File: src/rtl/clkrst_pkg.sv
// clkrst_pkg: shared definitions for the clock/reset power-up sequencer.
// Holds the 3-bit state encoding, default timing constants and a small
// saturating-increment helper for the retry counter.
package clkrst_pkg;

  localparam int STATE_W = 3;

  // State encoding, also exported on seq_state for debug/status
  localparam logic [STATE_W-1:0] ST_IDLE      = 3'd0;
  localparam logic [STATE_W-1:0] ST_PLL_RST   = 3'd1;
  localparam logic [STATE_W-1:0] ST_WAIT_LOCK = 3'd2;
  localparam logic [STATE_W-1:0] ST_REL_M     = 3'd3;
  localparam logic [STATE_W-1:0] ST_REL_CAM   = 3'd4;
  localparam logic [STATE_W-1:0] ST_REL_P     = 3'd5;
  localparam logic [STATE_W-1:0] ST_RUN       = 3'd6;
  localparam logic [STATE_W-1:0] ST_FAIL      = 3'd7;

  typedef enum logic [STATE_W-1:0] {
    S_IDLE      = ST_IDLE,
    S_PLL_RST   = ST_PLL_RST,
    S_WAIT_LOCK = ST_WAIT_LOCK,
    S_REL_M     = ST_REL_M,
    S_REL_CAM   = ST_REL_CAM,
    S_REL_P     = ST_REL_P,
    S_RUN       = ST_RUN,
    S_FAIL      = ST_FAIL
  } state_t;

  // Default timing constants (cycles of the reference clock)
  localparam int DEF_CNT_W        = 16;
  localparam int DEF_RST_HOLD     = 16;
  localparam int DEF_LOCK_TIMEOUT = 4000;
  localparam int DEF_LOCK_STABLE  = 64;
  localparam int DEF_STAGGER      = 8;
  localparam int DEF_RETRY_MAX    = 3;

  // Retry counter increment that sticks at its maximum value
  function automatic logic [1:0] sat_inc2(input logic [1:0] v);
    return (v == 2'd3) ? v : v + 2'd1;
  endfunction

endpackage

File: src/rtl/sync2_lvl.sv
// sync2_lvl: generic two-flop level synchronizer with asynchronous
// active-high reset. Outputs clear to 0 on reset; adds two cycles of latency.
module sync2_lvl #(
  parameter int WIDTH = 1
) (
  input  logic             clk,
  input  logic             reset,
  input  logic [WIDTH-1:0] d,
  output logic [WIDTH-1:0] q
);

  logic [WIDTH-1:0] meta_reg;
  logic [WIDTH-1:0] sync_reg;

  // Two-stage capture of the asynchronous level into the clk domain
  always_ff @(posedge clk or posedge reset) begin
    if (reset) begin
      meta_reg <= '0;
      sync_reg <= '0;
    end else begin
      meta_reg <= d;
      sync_reg <= meta_reg;
    end
  end

  assign q = sync_reg;

endmodule

File: src/rtl/clkrst_seq.sv
// clkrst_seq: power-up / recovery sequencer for the board clock-reset tree.
// Holds the PLL in reset, waits for a stable lock (with timeout and retry),
// then releases the mclk, camera and pixel domain resets in turn.
// Build option LOCKLOSS_RECOVER_EN: when defined, a lock loss in RUN restarts
// the sequence; when undefined, RUN ignores lock loss and reports it on the
// sticky lock_lost output instead.
// All outputs are registered and computed from the next state.
module clkrst_seq
  import clkrst_pkg::*;
#(
  parameter int RST_HOLD     = DEF_RST_HOLD,
  parameter int LOCK_TIMEOUT = DEF_LOCK_TIMEOUT,
  parameter int LOCK_STABLE  = DEF_LOCK_STABLE,
  parameter int STAGGER      = DEF_STAGGER,
  parameter int RETRY_MAX    = DEF_RETRY_MAX,
  parameter int CNT_W        = DEF_CNT_W
) (
  input  logic       clk,
  input  logic       reset,
  input  logic       pll_lock,
  input  logic       sw_rst_req,
  output logic       pll_rst,
  output logic       rst_m_n,
  output logic       rst_cam_n,
  output logic       rst_p_n,
  output logic       seq_done,
  output logic       seq_fail,
  output logic [1:0] retry_cnt,
  output logic [2:0] seq_state
`ifndef LOCKLOSS_RECOVER_EN
  ,
  output logic       lock_lost
`endif
);

  // Terminal counts: a phase of N cycles ends when the counter reads N-1
  localparam logic [CNT_W-1:0] HOLD_LAST    = CNT_W'(RST_HOLD - 1);
  localparam logic [CNT_W-1:0] TIMEOUT_LAST = CNT_W'(LOCK_TIMEOUT - 1);
  localparam logic [CNT_W-1:0] STABLE_LAST  = CNT_W'(LOCK_STABLE - 1);
  localparam logic [CNT_W-1:0] STAGGER_LAST = CNT_W'(STAGGER - 1);
  localparam logic [1:0]       RETRY_LIM    = 2'(RETRY_MAX);

  logic             lock_s;
  state_t           state_reg, state_next;
  logic [CNT_W-1:0] cnt_reg, cnt_next;
  logic [CNT_W-1:0] stable_reg, stable_next;
  logic [1:0]       retry_reg, retry_next;
  logic             restart;
  logic             fail_attempt;
  logic             pll_rst_reg, pll_rst_next;
  logic             rst_m_n_reg, rst_m_n_next;
  logic             rst_cam_n_reg, rst_cam_n_next;
  logic             rst_p_n_reg, rst_p_n_next;
  logic             done_reg, done_next;
  logic             fail_reg, fail_next;
`ifndef LOCKLOSS_RECOVER_EN
  logic             lost_reg, lost_next;
`endif

  sync2_lvl #(.WIDTH(1)) u_lock_sync (
    .clk   (clk),
    .reset (reset),
    .d     (pll_lock),
    .q     (lock_s)
  );

  // Next-state, retry, counters and registered-output values
  always_comb begin
    state_next   = state_reg;
    retry_next   = retry_reg;
    restart      = 1'b0;
    fail_attempt = 1'b0;

    if (sw_rst_req && (state_reg != S_IDLE)) begin
      // Software restart wins over timeout and lock loss
      state_next = S_PLL_RST;
      retry_next = 2'd0;
      restart    = 1'b1;
    end else begin
      case (state_reg)
        S_IDLE:      state_next = S_PLL_RST;
        S_PLL_RST:   if (cnt_reg == HOLD_LAST) state_next = S_WAIT_LOCK;
        S_WAIT_LOCK: begin
          // A stable lock completing on the timeout cycle still counts as success
          if (lock_s && (stable_reg == STABLE_LAST)) state_next = S_REL_M;
          else if (cnt_reg == TIMEOUT_LAST)          fail_attempt = 1'b1;
        end
        S_REL_M: begin
          if (!lock_s)                       fail_attempt = 1'b1;
          else if (cnt_reg == STAGGER_LAST)  state_next = S_REL_CAM;
        end
        S_REL_CAM: begin
          if (!lock_s)                       fail_attempt = 1'b1;
          else if (cnt_reg == STAGGER_LAST)  state_next = S_REL_P;
        end
        S_REL_P: begin
          if (!lock_s) fail_attempt = 1'b1;
          else         state_next = S_RUN;
        end
        S_RUN: begin
`ifdef LOCKLOSS_RECOVER_EN
          // Lock loss while running starts a fresh sequence
          if (!lock_s) begin
            state_next = S_PLL_RST;
            retry_next = 2'd0;
          end
`endif
        end
        S_FAIL:  state_next = S_FAIL;
        default: state_next = S_IDLE;
      endcase

      if (fail_attempt) begin
        retry_next = sat_inc2(retry_reg);
        state_next = (retry_next == RETRY_LIM) ? S_FAIL : S_PLL_RST;
      end
    end

    // A restart from PLL_RST re-enters the same state, so it also clears the counter
    cnt_next    = ((state_next != state_reg) || restart) ? '0 : cnt_reg + 1'b1;
    stable_next = ((state_reg == S_WAIT_LOCK) && lock_s) ? stable_reg + 1'b1 : '0;

    pll_rst_next   = (state_next == S_IDLE) || (state_next == S_PLL_RST) ||
                     (state_next == S_FAIL);
    rst_m_n_next   = (state_next == S_REL_M) || (state_next == S_REL_CAM) ||
                     (state_next == S_REL_P) || (state_next == S_RUN);
    rst_cam_n_next = (state_next == S_REL_CAM) || (state_next == S_REL_P) ||
                     (state_next == S_RUN);
    rst_p_n_next   = (state_next == S_REL_P) || (state_next == S_RUN);
    done_next      = (state_next == S_RUN);
    fail_next      = (state_next == S_FAIL);
`ifndef LOCKLOSS_RECOVER_EN
    lost_next      = sw_rst_req ? 1'b0 : (lost_reg || ((state_reg == S_RUN) && !lock_s));
`endif
  end

  // State, counters and output registers
  always_ff @(posedge clk or posedge reset) begin
    if (reset) begin
      state_reg     <= S_IDLE;
      cnt_reg       <= '0;
      stable_reg    <= '0;
      retry_reg     <= 2'd0;
      pll_rst_reg   <= 1'b1;
      rst_m_n_reg   <= 1'b0;
      rst_cam_n_reg <= 1'b0;
      rst_p_n_reg   <= 1'b0;
      done_reg      <= 1'b0;
      fail_reg      <= 1'b0;
    end else begin
      state_reg     <= state_next;
      cnt_reg       <= cnt_next;
      stable_reg    <= stable_next;
      retry_reg     <= retry_next;
      pll_rst_reg   <= pll_rst_next;
      rst_m_n_reg   <= rst_m_n_next;
      rst_cam_n_reg <= rst_cam_n_next;
      rst_p_n_reg   <= rst_p_n_next;
      done_reg      <= done_next;
      fail_reg      <= fail_next;
    end
  end

`ifndef LOCKLOSS_RECOVER_EN
  // Sticky record of a lock loss seen while running
  always_ff @(posedge clk or posedge reset) begin
    if (reset) lost_reg <= 1'b0;
    else       lost_reg <= lost_next;
  end

  assign lock_lost = lost_reg;
`endif

  assign pll_rst   = pll_rst_reg;
  assign rst_m_n   = rst_m_n_reg;
  assign rst_cam_n = rst_cam_n_reg;
  assign rst_p_n   = rst_p_n_reg;
  assign seq_done  = done_reg;
  assign seq_fail  = fail_reg;
  assign retry_cnt = retry_reg;
  assign seq_state = state_reg;

endmodule

File: config.mk
export PLATFORM = sky130hd
export DESIGN_NAME = clkrst_seq
export DESIGN_NICKNAME = d
export VERILOG_FILES = /design/src/rtl/clkrst_pkg.sv /design/src/rtl/sync2_lvl.sv /design/src/rtl/clkrst_seq.sv
export SDC_FILE = /design/constraint.sdc
export NUM_CORES = 1
export LEC_CHECK = 0
export ABC_AREA = 1
export BUFFER_PORTS_ARGS = -buffer_cell sky130_fd_sc_hd__buf_2
export CAP_MARGIN = 20
export CORE_ASPECT_RATIO = 0.9
export CORE_MARGIN = 2
export CORE_UTILIZATION = 45
export CTS_CLUSTER_DIAMETER = 150
export DETAILED_ROUTE_END_ITERATION = 16
export GPL_TIMING_DRIVEN = 0
export PLACE_DENSITY_LB_ADDON = 0.08
export SKIP_LAST_GASP = 1
export SYNTH_ARGS = -nofsm -noshare
export SYNTH_HDL_FRONTEND = slang
export SYNTH_SLANG_ARGS = --single-unit
export TNS_END_PERCENT = 10
File: constraint.sdc
create_clock -name clk -period 2.2 [get_ports clk]
set_input_delay 0.22 -clock clk [delete_from_list [all_inputs] [get_ports clk]]
set_output_delay 0.22 -clock clk [all_outputs]
set_load 0.02 [all_outputs]
==> summary.md <==
| Metric | Value |
|---|---|
| Clock slew at reported path FFs | `0.08 ns` |
| Leak | `1.35 nW` |
| DRT iter0 DRCs | `73` |
| Pins Over Slew Limit | `0` |
| Cells after synthesis | `310` |
| Reg-to-reg endpoint | `cnt_reg[14]$_DFF_PP0_` |
| Clock latency on the worst-skew pair | `0.30 ns` |
| Largest net degree at the start of global routing | `28` |
| Setup crit start kind | `flop` |
| CP Class | `reg2reg` |
| Port Buf Inserts | `15` |
| Cells along the critical path | `ha_2 -> nand2_1 -> inv_1 -> nand2_1 -> nor2_4 -> nand2_1 -> nand2_1 -> nand2_1 -> nor2_1 -> nand2_1 -> o21ai_2 -> nand3_4 -> buf_6 -> nor3_2` |
| Critical path endpoint category | `flop` |
| Area fraction of the dominant cell type after synthesis | `0.442` |
| Hold Vio Cnt, Final | `0` |
| Synth cell types | `33` |
| Chip width | `83.3 um` |
| Pre-antenna DRT Iters | `4` |
| Worst EP arrival | `2.24 ns` |
| Avg Inst Size Synth | `8.22 sq um` |
| Wire length per cell | `about 12 um` |
| Crit path capture | `cnt_reg[14]$_DFF_PP0_` |
| Hold Path Stages | `1` |
| Antenna viol nets, final | `0` |
| Number of synthesized register bits | `46` |
| Least-Margin Pin Slew | `around 0.59 ns` |
| Placer Congestion | `0.874` |
| Worst Setup SP | `cnt_reg[1]$_DFF_PP0_` |
| Avg Vias per Cell | `approximately 5` |
| RSZ-0062 raised after global routing | `true` |
| Initial Utilization | `0.476` |
| Hold Crit Class | `in2reg` |
| CP max FO | `10` |
| Post-DP HPWL | `3690 um` |
| CTS tree | `done` |
| Initial antenna violation count | `0` |
| Crit-path max cell delay | `between 0.3 and 0.4 ns` |
| Vias in the first global route | `around 1900` |
| Synthesis-to-finish area growth | `12.1%` |
| Fmax | `494 MHz` |
| Top cells by area, synth | `dfrtp_1 44%, nand2_1 9.3%, nor2_1 7.1%, inv_1 6.0%, nor3_2 4.3%` |
| Area of the multi-input gates | `0.00121 sq mm` |
| Layout net count | `341` |
| YS warnings | `0` |
| Slowest cell on the critical path | `dfrtp_1` |
| Num CTS Buffers | `5` |
| Number of max-cap violations | `0` |
| Worst r2r path cells | `14` |
| Worst path most repeated cell | `nand2_1` |
| Register area | `0.00115 sq mm` |
| First-pass GRT wire length | `8630 um` |
| Flop2flop setup slack | `0.18 ns` |
| Share of cells above drive strength 1 | `0.205` |
| Fin crit share | `0.919` |
| Via count | `approximately 2000` |
| Cell taking the most area after synthesis | `dfrtp_1` |
| Root Buffer | `clkbuf_8` |
| H-tree lvl count | `2` |
| Seq/Total Area, Yosys | `0.452` |
| Die area | `0.00628 sq mm` |
| Final setup violation count | `0` |
| Final wirelength | `a little under 5000 um` |
| RR Startpoint | `cnt_reg[1]$_DFF_PP0_` |
| Longest Clk Path Bufs | `2` |
| # rows | `25` |
| Synthesized Nets | `about 320` |
| Number of I/O pins | `16` |
| Relative slew margins | `0.606` |
| CTS Sinks | `46` |
| Core ar. | `approximately 0.0053 sq mm` |
| Setup TNS | `0 ns` |
| WP data required | `2.42 ns` |
| PD cells | `1000 mW/mm^2` |
| Die H | `75.4 um` |
| VDD IR max | `approximately 0.00056 V` |
| Mapped cell area | `0.00255 sq mm` |
| GRT Overall Usage | `0.171` |
| GR Overflow Total | `0` |
| Residual DRC | `0` |
| Status | `complete, no violations` |
| # diodes | `0` |
| Post-layout minimum cycle time | `2.02 ns` |
| Fill cells | `a little under 500` |
| Final Skew | `0.00517 ns` |
| Post-Route Utilization | `0.534` |
## layer usage
layer / up-vias / routed length, um / track usage
met1: 936 / 2520 / 0.238
met2: 23 / 2250 / 0.275
met5: - / 0 / 0
li1: 1036 / - / -
met3: 4 / 154 / 0.0390
met4: 0 / 19 / 0.0437
## logic make-up after synthesis
kind of cell             synth area share
AND/OR/NAND/NOR                     0.353
buffers and inverters              0.0786
flip-flops                          0.452
AO/OA/AOI/OAI                      0.0653
XOR/XNOR                           0.0413
adder cells (fa/ha/maj)           0.00982
## layout by cell type, fill, tap and decap left out, types with 3 or more instances in the layout
cell,instances
nor2_1,47
nor3_1,12
a21oi_1,12
nand4_1,5
inv_2,6
inv_1,40
buf_2,16
nor2_2,3
nand3_1,13
nand2_4,3
clkbuf_8,6
dfrtp_1,45
nand3_2,6
nand2_1,63
xor2_1,10
o21ai_0,9
nor3_2,11
## Yosys cell counts
cell      count
buf_2         1
dfstp_2       1
a31oi_1       1
ha_1          2
nand3_4       2
nand4_2       1
nand4_1       5
o21ai_0       9
a21boi_1      1
nor4_1        1
o21ai_1       1
nand3b_1      1
o221a_2       1
nor2_2        2
inv_2         5
xor2_1       10
inv_1        41
xnor2_1       2
o211ai_1      1
nor3_1       13
o21ai_2       2
nand2_1      63
nor2_4        2
buf_6         2
nor3_2       11
nor2_1       48
nand3_2       6
o22ai_1       1
nand2_4       3
nand3_1      13
nand3b_4      1
a21oi_1      12
dfrtp_1      45
## worst min-delay path by stage
stage | startpoint | to
final | pll_lock | u_lock_sync.meta_reg$_DFF_PP0_
after global routing | pll_lock | u_lock_sync.meta_reg$_DFF_PP0_
after CTS | pll_lock | u_lock_sync.meta_reg$_DFF_PP0_
after detailed placement | reset | cnt_reg[13]$_DFF_PP0_
after global placement | pll_lock | u_lock_sync.meta_reg$_DFF_PP0_
after floorplan | pll_lock | u_lock_sync.meta_reg$_DFF_PP0_
## area by class of cell
cell class                      instances  area share
Sequential cell                        46       0.404
Inverter                               46      0.0605
Tap cell                               67      0.0294
Clock inverter                          1     0.00175
Multi-Input combinational cell        215       0.426
Clock buffer                            7      0.0302
Timing Repair Buffer                   18      0.0394
Buffer                                  3     0.00964
## critical path: cells and delay by family, from the launching register on
family | cells | cell delay, ns
adders and majority gates | 1 | 0.22
and+or+nand+nor | 10 | 0.95
DFF | 1 | 0.37
AOI/OAI and AO/OA | 1 | 0.16
buffers and inverters | 2 | 0.25
## where the power goes
| part | internal (mW) | total, mW | switching [mW] |
|---|---|---|---|
| Sequential | 0.937 | 0.998 | 0.0618 |
| Combinational | 0.413 | 1.32 | 0.912 |
| Clock | 0.254 | 0.535 | 0.281 |
| Total | 1.60 | 2.86 | 1.25 |
## per-stage QoR
stage	setup WS, ns	std cells	hold slack (ns)	cell area, sq um	power (mW)
2_1_floorplan	0.303	310	0.251	2550	2.02
3_3_place_gp	0.113	392	0.329	2710	2.31
3_5_place_dp	0.105	393	0.257	2730	2.32
4_1_cts	0.0776	402	0.0127	2830	2.87
5_1_grt	-0.0548	403	0.0107	2860	3.06
6_report	0.178	403	0.0263	2860	2.86
## repair_timing
action | CTS | global route
setup buffers | 0 | 1
setup endpoints to repair | 0 | 23
hold endpoints to repair | 19 | 0
hold buffers | 1 | 0
resized for setup | 0 | 5
(Power assumes the default switching activity.)
